--- config.mk ---
export PLATFORM = sky130hd
export DESIGN_NAME = mips_multicycle_ctrl
export DESIGN_NICKNAME = d
export VERILOG_FILES = /design/src/rtl/mips_multicycle_ctrl.sv
export SDC_FILE = /design/constraint.sdc
export NUM_CORES = 1
export LEC_CHECK = 0
export CAP_MARGIN = 0
export CORE_MARGIN = 2
export CORE_UTILIZATION = 41
export DETAILED_ROUTE_END_ITERATION = 7
export PLACE_DENSITY_LB_ADDON = 0.12
export SKIP_CTS_REPAIR_TIMING = 1
export SLEW_MARGIN = 20
export SYNTH_ARGS = -nofsm -noshare
export SYNTH_HDL_FRONTEND = slang
export SYNTH_SLANG_ARGS = --single-unit
export TNS_END_PERCENT = 100
--- constraint.sdc ---
create_clock -name clk -period 3.69 [get_ports clk]
set_clock_uncertainty 0.15 [all_clocks]
set_input_delay 0.738 -clock clk [delete_from_list [all_inputs] [get_ports clk]]
set_output_delay 0.738 -clock clk [all_outputs]
set_load 0.05 [all_outputs]
--- src/rtl/mips_multicycle_ctrl.sv ---
// Main control FSM for the multicycle MIPS core.
// Decodes the IR opcode, sequences instruction steps, drives datapath
// enables/selects and the aluop/funct-source pair consumed by the ALU decoder,
// and stretches FETCH/MEMRD/MEMWR while memory is not ready.
// Optional feature: define MIPS_ILLEGAL_OP_TRAP_EN to trap unknown opcodes
// in TRAP (illegal=1 until reset); otherwise unknown opcodes are skipped.
module mips_multicycle_ctrl #(
    parameter int OP_W    = 6,
    parameter int STATE_W = 4
) (
    input  logic              clk,
    input  logic              reset,
    input  logic [OP_W-1:0]   opcode,
    input  logic              zero,
    input  logic              mem_ready,
    output logic              pc_en,
    output logic              iord,
    output logic              mem_read,
    output logic              mem_write,
    output logic              ir_write,
    output logic              reg_dst,
    output logic              mem_to_reg,
    output logic              reg_write,
    output logic              alu_src_a,
    output logic [1:0]        alu_src_b,
    output logic              imm_zext,
    output logic [1:0]        pc_src,
    output logic [1:0]        aluop,
    output logic              alu_funct_src,
    output logic              illegal,
    output logic [STATE_W-1:0] state
);

    typedef enum logic [STATE_W-1:0] {
        FETCH   = 4'd0,
        DECODE  = 4'd1,
        MEMADR  = 4'd2,
        MEMRD   = 4'd3,
        MEMWB   = 4'd4,
        MEMWR   = 4'd5,
        RTYPEEX = 4'd6,
        RTYPEWB = 4'd7,
        BEQEX   = 4'd8,
        IMMEX   = 4'd9,
        IMMWB   = 4'd10,
        JEX     = 4'd11,
        LOGIEX  = 4'd12,
        TRAP    = 4'd13
    } state_t;

    localparam logic [OP_W-1:0] OP_RTYPE = 6'b000000;
    localparam logic [OP_W-1:0] OP_J     = 6'b000010;
    localparam logic [OP_W-1:0] OP_BEQ   = 6'b000100;
    localparam logic [OP_W-1:0] OP_ADDI  = 6'b001000;
    localparam logic [OP_W-1:0] OP_ANDI  = 6'b001100;
    localparam logic [OP_W-1:0] OP_ORI   = 6'b001101;
    localparam logic [OP_W-1:0] OP_LW    = 6'b100011;
    localparam logic [OP_W-1:0] OP_SW    = 6'b101011;

    state_t state_q;
    state_t state_n;

    assign state = state_q;

    // State register; reset aborts any instruction in progress.
    always_ff @(posedge clk) begin
        if (reset) begin
            state_q <= FETCH;
        end else begin
            state_q <= state_n;
        end
    end

    // Next-state sequencing, including memory wait states.
    always_comb begin
        state_n = state_q;
        case (state_q)
            FETCH:   state_n = mem_ready ? DECODE : FETCH;
            DECODE: begin
                case (opcode)
                    OP_LW, OP_SW:    state_n = MEMADR;
                    OP_RTYPE:        state_n = RTYPEEX;
                    OP_BEQ:          state_n = BEQEX;
                    OP_ADDI:         state_n = IMMEX;
                    OP_ANDI, OP_ORI: state_n = LOGIEX;
                    OP_J:            state_n = JEX;
`ifdef MIPS_ILLEGAL_OP_TRAP_EN
                    default:         state_n = TRAP;
`else
                    default:         state_n = FETCH;
`endif
                endcase
            end
            MEMADR:  state_n = (opcode == OP_LW) ? MEMRD : MEMWR;
            MEMRD:   state_n = mem_ready ? MEMWB : MEMRD;
            MEMWB:   state_n = FETCH;
            MEMWR:   state_n = mem_ready ? FETCH : MEMWR;
            RTYPEEX: state_n = RTYPEWB;
            RTYPEWB: state_n = FETCH;
            BEQEX:   state_n = FETCH;
            IMMEX:   state_n = IMMWB;
            LOGIEX:  state_n = IMMWB;
            IMMWB:   state_n = FETCH;
            JEX:     state_n = FETCH;
            TRAP:    state_n = TRAP;
            default: state_n = FETCH;
        endcase
    end

    // Moore output decode; pc_en/ir_write also gated by mem_ready/zero, all forced low in reset.
    always_comb begin
        pc_en         = 1'b0;
        iord          = 1'b0;
        mem_read      = 1'b0;
        mem_write     = 1'b0;
        ir_write      = 1'b0;
        reg_dst       = 1'b0;
        mem_to_reg    = 1'b0;
        reg_write     = 1'b0;
        alu_src_a     = 1'b0;
        alu_src_b     = '0;
        imm_zext      = 1'b0;
        pc_src        = '0;
        aluop         = '0;
        alu_funct_src = 1'b0;
        illegal       = 1'b0;
        case (state_q)
            FETCH: begin
                mem_read  = 1'b1;
                alu_src_b = 2'b01;
                pc_en     = mem_ready;
                ir_write  = mem_ready;
            end
            DECODE:  alu_src_b = 2'b11;
            MEMADR: begin
                alu_src_a = 1'b1;
                alu_src_b = 2'b10;
            end
            MEMRD: begin
                iord     = 1'b1;
                mem_read = 1'b1;
            end
            MEMWB: begin
                mem_to_reg = 1'b1;
                reg_write  = 1'b1;
            end
            MEMWR: begin
                iord      = 1'b1;
                mem_write = 1'b1;
            end
            RTYPEEX: begin
                alu_src_a = 1'b1;
                aluop     = 2'b10;
            end
            RTYPEWB: begin
                reg_dst   = 1'b1;
                reg_write = 1'b1;
                aluop     = 2'b10;
            end
            BEQEX: begin
                alu_src_a = 1'b1;
                aluop     = 2'b01;
                pc_src    = 2'b01;
                pc_en     = zero;
            end
            IMMEX: begin
                alu_src_a = 1'b1;
                alu_src_b = 2'b10;
            end
            LOGIEX: begin
                alu_src_a     = 1'b1;
                alu_src_b     = 2'b10;
                imm_zext      = 1'b1;
                aluop         = 2'b11;
                alu_funct_src = 1'b1;
            end
            IMMWB:   reg_write = 1'b1;
            JEX: begin
                pc_src = 2'b10;
                pc_en  = 1'b1;
            end
`ifdef MIPS_ILLEGAL_OP_TRAP_EN
            TRAP:    illegal = 1'b1;
`endif
            default: ;
        endcase
        if (reset) begin
            pc_en         = 1'b0;
            iord          = 1'b0;
            mem_read      = 1'b0;
            mem_write     = 1'b0;
            ir_write      = 1'b0;
            reg_dst       = 1'b0;
            mem_to_reg    = 1'b0;
            reg_write     = 1'b0;
            alu_src_a     = 1'b0;
            alu_src_b     = '0;
            imm_zext      = 1'b0;
            pc_src        = '0;
            aluop         = '0;
            alu_funct_src = 1'b0;
            illegal       = 1'b0;
        end
    end

endmodule

==> results.json, run 1 <==
{
  "numCtsBuffers": 3,
  "setup_viol": 0,
  "tightest_slew_ns": 0.5562,
  "clk_pin_slew_worst_paths_ns": 0.05,
  "ant_nets": 0,
  "ys_seq_area_frac": 0.1322,
  "fill_cells": 130,
  "synthToLayoutAreaGrowth_pct": 51.86,
  "track_usage": 0.2102,
  "grt_pass1_vias": 674,
  "synth-edff-count": 0,
  "slowest_delay_ns": 0.82,
  "root_buffer": "clkbuf_4",
  "largest_reg_flops": 4,
  "leakage_nw": 0.3554,
  "avgSynthCellArea_um2": 6.582,
  "synthFlopType": "dfxtp_1",
  "syn_inst": 92,
  "htreeDepth": 1,
  "cts_buffer_depth": 2,
  "detail_route.wirelength_mm": 1.812,
  "cp_slowest_cell": "clkdlybuf4s50_1",
  "yosysTopAreaCell": "dfxtp_1",
  "syn_area_um2": 605.6,
  "critPathBufInv": 1,
  "cp_top_family": "buffers and inverters",
  "wl_per_cell_um": 13.52,
  "gp_congestion": 0.8679,
  "viasPerCell": 5.993,
  "final_util": 0.6895,
  "diodes": 0,
  "drv_slew": 0,
  "clock_latency_ns": 0.25,
  "dieArea_um2": 1800,
  "cts_tree": "done",
  "initial_core_util": 0.4540,
  "peakVddDrop_mv": 0.1430,
  "async_flop_share": 0,
  "grt_max_degree": 18,
  "yosys.area.top_type_share": 0.1322,
  "nets": 131,
  "grt_pass1_wl_mm": 2.987,
  "drt-initial-drc-count": 31,
  "finalSetupTns_ns": 0,
  "critPathLaunchType": "flop",
  "rows": 13,
  "seqCellArea_um2": 80.08,
  "multi_input_area_um2": 461.7,
  "path_class": "flop to output port",
  "die_x_um": 42.43,
  "die_y_um": 42.43,
  "fp.coreArea_um2": 1334,
  "antenna_found_initial": 0,
  "synthDistinctLibCells": 41,
  "synth_area_leaders": "dfxtp_1 (13%), a21oi_1 (8.3%), nor3_1 (6.6%)",
  "place_hpwl_mm": 1.390,
  "synth_nets": 102,
  "num_vias": 803,
  "worstRegToRegCells": 4,
  "yosys-top-cells-count": "a21oi_1 (10), nor2_1 (10), nor3_1 (8)",
  "grt_overflow_total": 0,
  "io_buffers": 30,
  "grt_setup_unrepaired": "false",
  "slew_headroom": 0.6287,
  "hold_path.class": "flop to flop",
  "firstDrtPassIters": 4,
  "cp.arrival_ns": 2.52,
  "period_minus_slack_ns": 3.412,
  "path_cells": "nand2b_1 -> nor2_1 -> o21ai_1 -> a21oi_1 -> clkdlybuf4s50_1",
  "fmax_ghz": 0.2931,
  "hold_viol": 0,
  "power_density_nw_per_um2": 194.7,
  "outcome": "finished, final reports clean",
  "ys_seq_elements": 4,
  "drv_cap": 0,
  "drc_errors": 0,
  "layout-drive-gt1-share": 0.2017,
  "whs_path_depth": 2,
  "cp_max_fo": 17,
  "endpoint_kind": "output port",
  "io_pins": 32,
  "timing.final.crit_share": 0.9247,
  "worstPathRequired_ns": 2.80,
  "cp_num_cells": 5,
  "cts.sinks": 4,
  "synth_warnings": 0
}
## cell families (layout without fill, tap and decap cells)
group                     count (synthesis)  after routing  synth area share
and+or+nand+nor                          46             46            0.4463
other                                     1              1          0.006192
xor gates and xnor gates                  2              2           0.02893
DFF                                       4              4            0.1322
buffers and inverters                    11             38            0.1054
AOI/OAI and AO/OA                        28             28            0.2810
## power by group
part           switching (mW)  internal, mW
Sequential            0.00201        0.0446
Clock                  0.0219        0.0366
Combinational          0.0450        0.0289
## cell type report
class	instances	area share
Clock buffer	3	0.02449
Multi-Input combinational cell	77	0.5020
Sequential cell	4	0.08707
Timing Repair Buffer	32	0.3510
Inverter	3	0.01497
Tap cell	15	0.02041
## layer usage
metal | track usage | vias up | share of wire
li1 | - | 397 | -
met1 | 0.2487 | 367 | 0.41
met2 | 0.3723 | 34 | 0.52
met3 | 0.04310 | 5 | 0.062
met4 | 0.06875 | 0 | 0.015
met5 | 0 | - | 0
## per-stage QoR
stage / power [mW] / area [um^2] / worst slack (ns) / std cells / hold WS [ns]
after floorplan: 0.09247 / 605.6 / 0.1483 / 92 / 0.6822
after global routing: 0.1881 / 919.6 / 0.1489 / 134 / 0.5592
after global placement: 0.1197 / 897.1 / 0.3658 / 131 / 0.5110
after CTS: 0.1790 / 919.6 / 0.3164 / 134 / 0.5220
final: 0.1790 / 919.6 / 0.2780 / 134 / 0.5240
after detailed placement: 0.1207 / 897.1 / 0.3341 / 131 / 0.5219
## layout by cell type (no fill, tap or decap), types with 2 or more instances in the layout
cell type / n
a211oi_1: 2
a21oi_1: 10
a22oi_1: 2
a31oi_1: 2
and3_1: 2
and3_2: 3
buf_12: 3
buf_4: 11
clkbuf_4: 3
clkdlybuf4s50_1: 18
dfxtp_1: 4
nand2_1: 2
nand2b_1: 3
nor2_1: 10
nor2b_1: 3
nor3_1: 8
nor4_1: 3
o21ai_0: 5
o31ai_1: 2
or2_1: 2
## worst reg2reg max path, stage by stage, from the launching register on
cell	delay (ns)
dfxtp_1	0.66
nand2b_1	0.24
nor2_1	0.29
o21ai_0	0.14
a31oi_1	0.16
## worst paths after layout
| check | start | endpoint | slack (ns) |
|---|---|---|---|
| max | state[1] | alu_src_b[1] | 0.28 |
| min | state[0] | state[2] | 0.52 |
| max reg2reg | state[1] | state[2] | 1.99 |
| min reg2reg | state[0] | state[2] | 0.52 |
Note: power is estimated with default switching activity, not from simulation.
==> run 2, diff against run 1 <==
--- a/config.mk
+++ b/config.mk
@@ -5,6 +5,7 @@
 export SDC_FILE = /design/constraint.sdc
 export NUM_CORES = 1
 export LEC_CHECK = 0
+export ABC_AREA = 1
 export CAP_MARGIN = 0
 export CORE_MARGIN = 2
 export CORE_UTILIZATION = 41
==> run 2 against run 1 <==
Net effect:
- global-route usage fell by 0.060 points
- maximum frequency rose by 7.4%
- via count rose by 1.7%
- sequential share of layout area rose by 0.072 points
- worst setup slack improved by 0.24 ns
- largest power group unchanged
- synthesized area rose by 1.4%
- clock power fell by 9.1%
==> results.json, run 2 <==
{
  "outcome": "finished, final reports clean",
  "io_buffers": 30,
  "endpoint_kind": "output port",
  "grt_overflow_total": 0,
  "clk_pin_slew_worst_paths_ns": 0.03,
  "cp_slowest_cell": "clkdlybuf4s50_1",
  "rrSetupSlack_ns": 2.29,
  "initial_core_util": 0.4551,
  "final_util": 0.6756,
  "largest_reg_flops": 4,
  "peakVddDrop_mv": 0.1213,
  "critPathLaunchType": "input port",
  "rows": 13,
  "dieArea_um2": 1824,
  "firstDrtPassIters": 5,
  "root_buffer": "clkbuf_4",
  "clock_latency_ns": 0.23,
  "power_density_nw_per_um2": 184.6,
  "die_y_um": 42.71,
  "wl_per_cell_um": 10.27,
  "htreeDepth": 1,
  "cts_buffer_depth": 2,
  "place_hpwl_mm": 1.427,
  "final_common_cell": "nand2_1",
  "grt_pass1_wl_mm": 2.953,
  "numCtsBuffers": 3,
  "place_area_um2": 889.6,
  "period_minus_slack_ns": 3.176,
  "grt_max_degree": 12,
  "viasPerCell": 4.922,
  "grt_setup_unrepaired": "false",
  "track_usage": 0.2096,
  "ys_seq_elements": 4,
  "leakage_nw": 0.4926,
  "setup_viol": 0,
  "cp_top_family": "buffers and inverters",
  "final_area_um2": 912.1,
  "slowest_delay_ns": 0.80,
  "path_cells": "clkdlybuf4s50_1 -> nand3_1 -> nor2_1 -> clkdlybuf4s50_1",
  "yosys-top-cells-count": "nand2_1 (30), nor2_1 (23), inv_1 (15)",
  "avgSynthCellArea_um2": 5.077,
  "drc_errors": 0,
  "finalSetupTns_ns": 0,
  "ant_nets": 0,
  "synthDistinctLibCells": 21,
  "drt-initial-drc-count": 28,
  "cp.arrival_ns": 2.29,
  "slew_headroom": 0.6659,
  "synthFlopType": "dfxtp_1",
  "yosysMostFrequentCell": "nand2_1",
  "synth_nets": 131,
  "cp_max_fo": 3,
  "hold_path.class": "flop to flop",
  "syn_area_um2": 614.3,
  "synth-edff-count": 0,
  "synthToLayoutAreaGrowth_pct": 48.47,
  "synth_warnings": 0,
  "yosys.area.top_type_share": 0.1833,
  "layout-drive-gt1-share": 0.2053,
  "synth_area_leaders": "nand2_1 (18%), nor2_1 (14%), dfxtp_1 (13%)",
  "gp_congestion": 0.8377,
  "timing.final.crit_share": 0.8608,
  "die_x_um": 42.71,
  "yosysTopAreaCell": "nand2_1",
  "diodes": 0,
  "mostFrequentLayoutCells": "nand2_1 (30), nor2_1 (23), clkdlybuf4s50_1 (19)",
  "ys_seq_area_frac": 0.1303,
  "critPathBufInv": 2,
  "fp.coreArea_um2": 1350,
  "tightest_slew_ns": 0.4995,
  "antenna_found_initial": 0,
  "async_flop_share": 0,
  "drv_slew": 0,
  "path_class": "input port to output port",
  "detail_route.wirelength_mm": 1.704,
  "whs_ns": 0.5902,
  "hold_viol": 0,
  "power.total_mw": 0.1684,
  "io_pins": 32,
  "worstPathRequired_ns": 2.80,
  "nets": 163,
  "fmax_ghz": 0.3148,
  "crit_top_cell": "clkdlybuf4s50_1",
  "syn_inst": 121,
  "num_vias": 817,
  "cts_tree": "done",
  "cts.sinks": 4,
  "drv_cap": 0,
  "grt_pass1_vias": 686
}
-- run 2: cell types whose count changed after synthesis, moves of 4 or more --
cell     before  now
a21oi_1      10    5
inv_1         1   15
inv_2         1    5
nand2_1       2   30
nand3_1       1   13
nor2_1       10   23
nor2_2        0    5
o21ai_0       5    1
-- run 2: through the flow --
step / cells / setup WS, ns
after floorplan: 121 / 0.5555
after global placement: 163 / 0.5337
after detailed placement: 163 / 0.5153
after CTS: 166 / 0.5153
after global routing: 166 / 0.4338
final: 166 / 0.5138
-- run 2: area by class of cell --
| class | instances | area, um^2 |
|---|---|---|
| clock buffer | 3 | 22.52 |
| timing repair buffer | 31 | 280.3 |
| multi-input combinational | 93 | 435.4 |
| sequential | 4 | 80.08 |
| inverter | 20 | 75.07 |
| fill | 128 | 437.9 |
| tap | 15 | 18.77 |
-- run 2: final timing paths --
check                 start       end  cells past startpoint
setup reg to reg   state[0]  state[1]                      6
setup / recovery  mem_ready  ir_write                      4
hold reg to reg    state[3]  state[3]                      4
hold / removal     state[3]  state[3]                      4
-- run 2: tightest hold or removal path, delay by kind of cell, from the launching register on --
kind            cells  cell delay, ns
simple gates        1            0.08
flops               1            0.34
compound gates      2            0.20
buf+inv             1            0.06
-- run 2: routing by layer --
layer / up-vias / global-route usage / share of wire
met4: 0 / 0.09375 / 0.0047
met1: 349 / 0.2923 / 0.47
li1: 435 / - / -
met5: - / 0 / 0
met2: 31 / 0.3121 / 0.44
met3: 2 / 0.03404 / 0.075
-- run 2: cells by family after synthesis --
| kind of cell | after synthesis | synth area share |
|---|---|---|
| other cells | 1 | 0.006104 |
| buf+inv | 24 | 0.1609 |
| compound gates | 9 | 0.08145 |
| simple gates | 83 | 0.6212 |
| flops | 4 | 0.1304 |
-- run 2: where the power goes --
group / total (mW) / switching [mW] / internal (mW)
registers: 0.0462 / 0.00162 / 0.0446
clock network: 0.0532 / 0.0169 / 0.0363
logic: 0.0690 / 0.0450 / 0.0240
total: 0.168 / 0.0635 / 0.105
==> run 3, diff against run 2 <==
--- a/config.mk
+++ b/config.mk
@@ -11,7 +11,6 @@
 export CORE_UTILIZATION = 41
 export DETAILED_ROUTE_END_ITERATION = 7
 export PLACE_DENSITY_LB_ADDON = 0.12
-export SKIP_CTS_REPAIR_TIMING = 1
 export SLEW_MARGIN = 20
 export SYNTH_ARGS = -nofsm -noshare
 export SYNTH_HDL_FRONTEND = slang
==> results of run 3 <==
The final DEF is identical to that of run 2; final timing and power are the same.
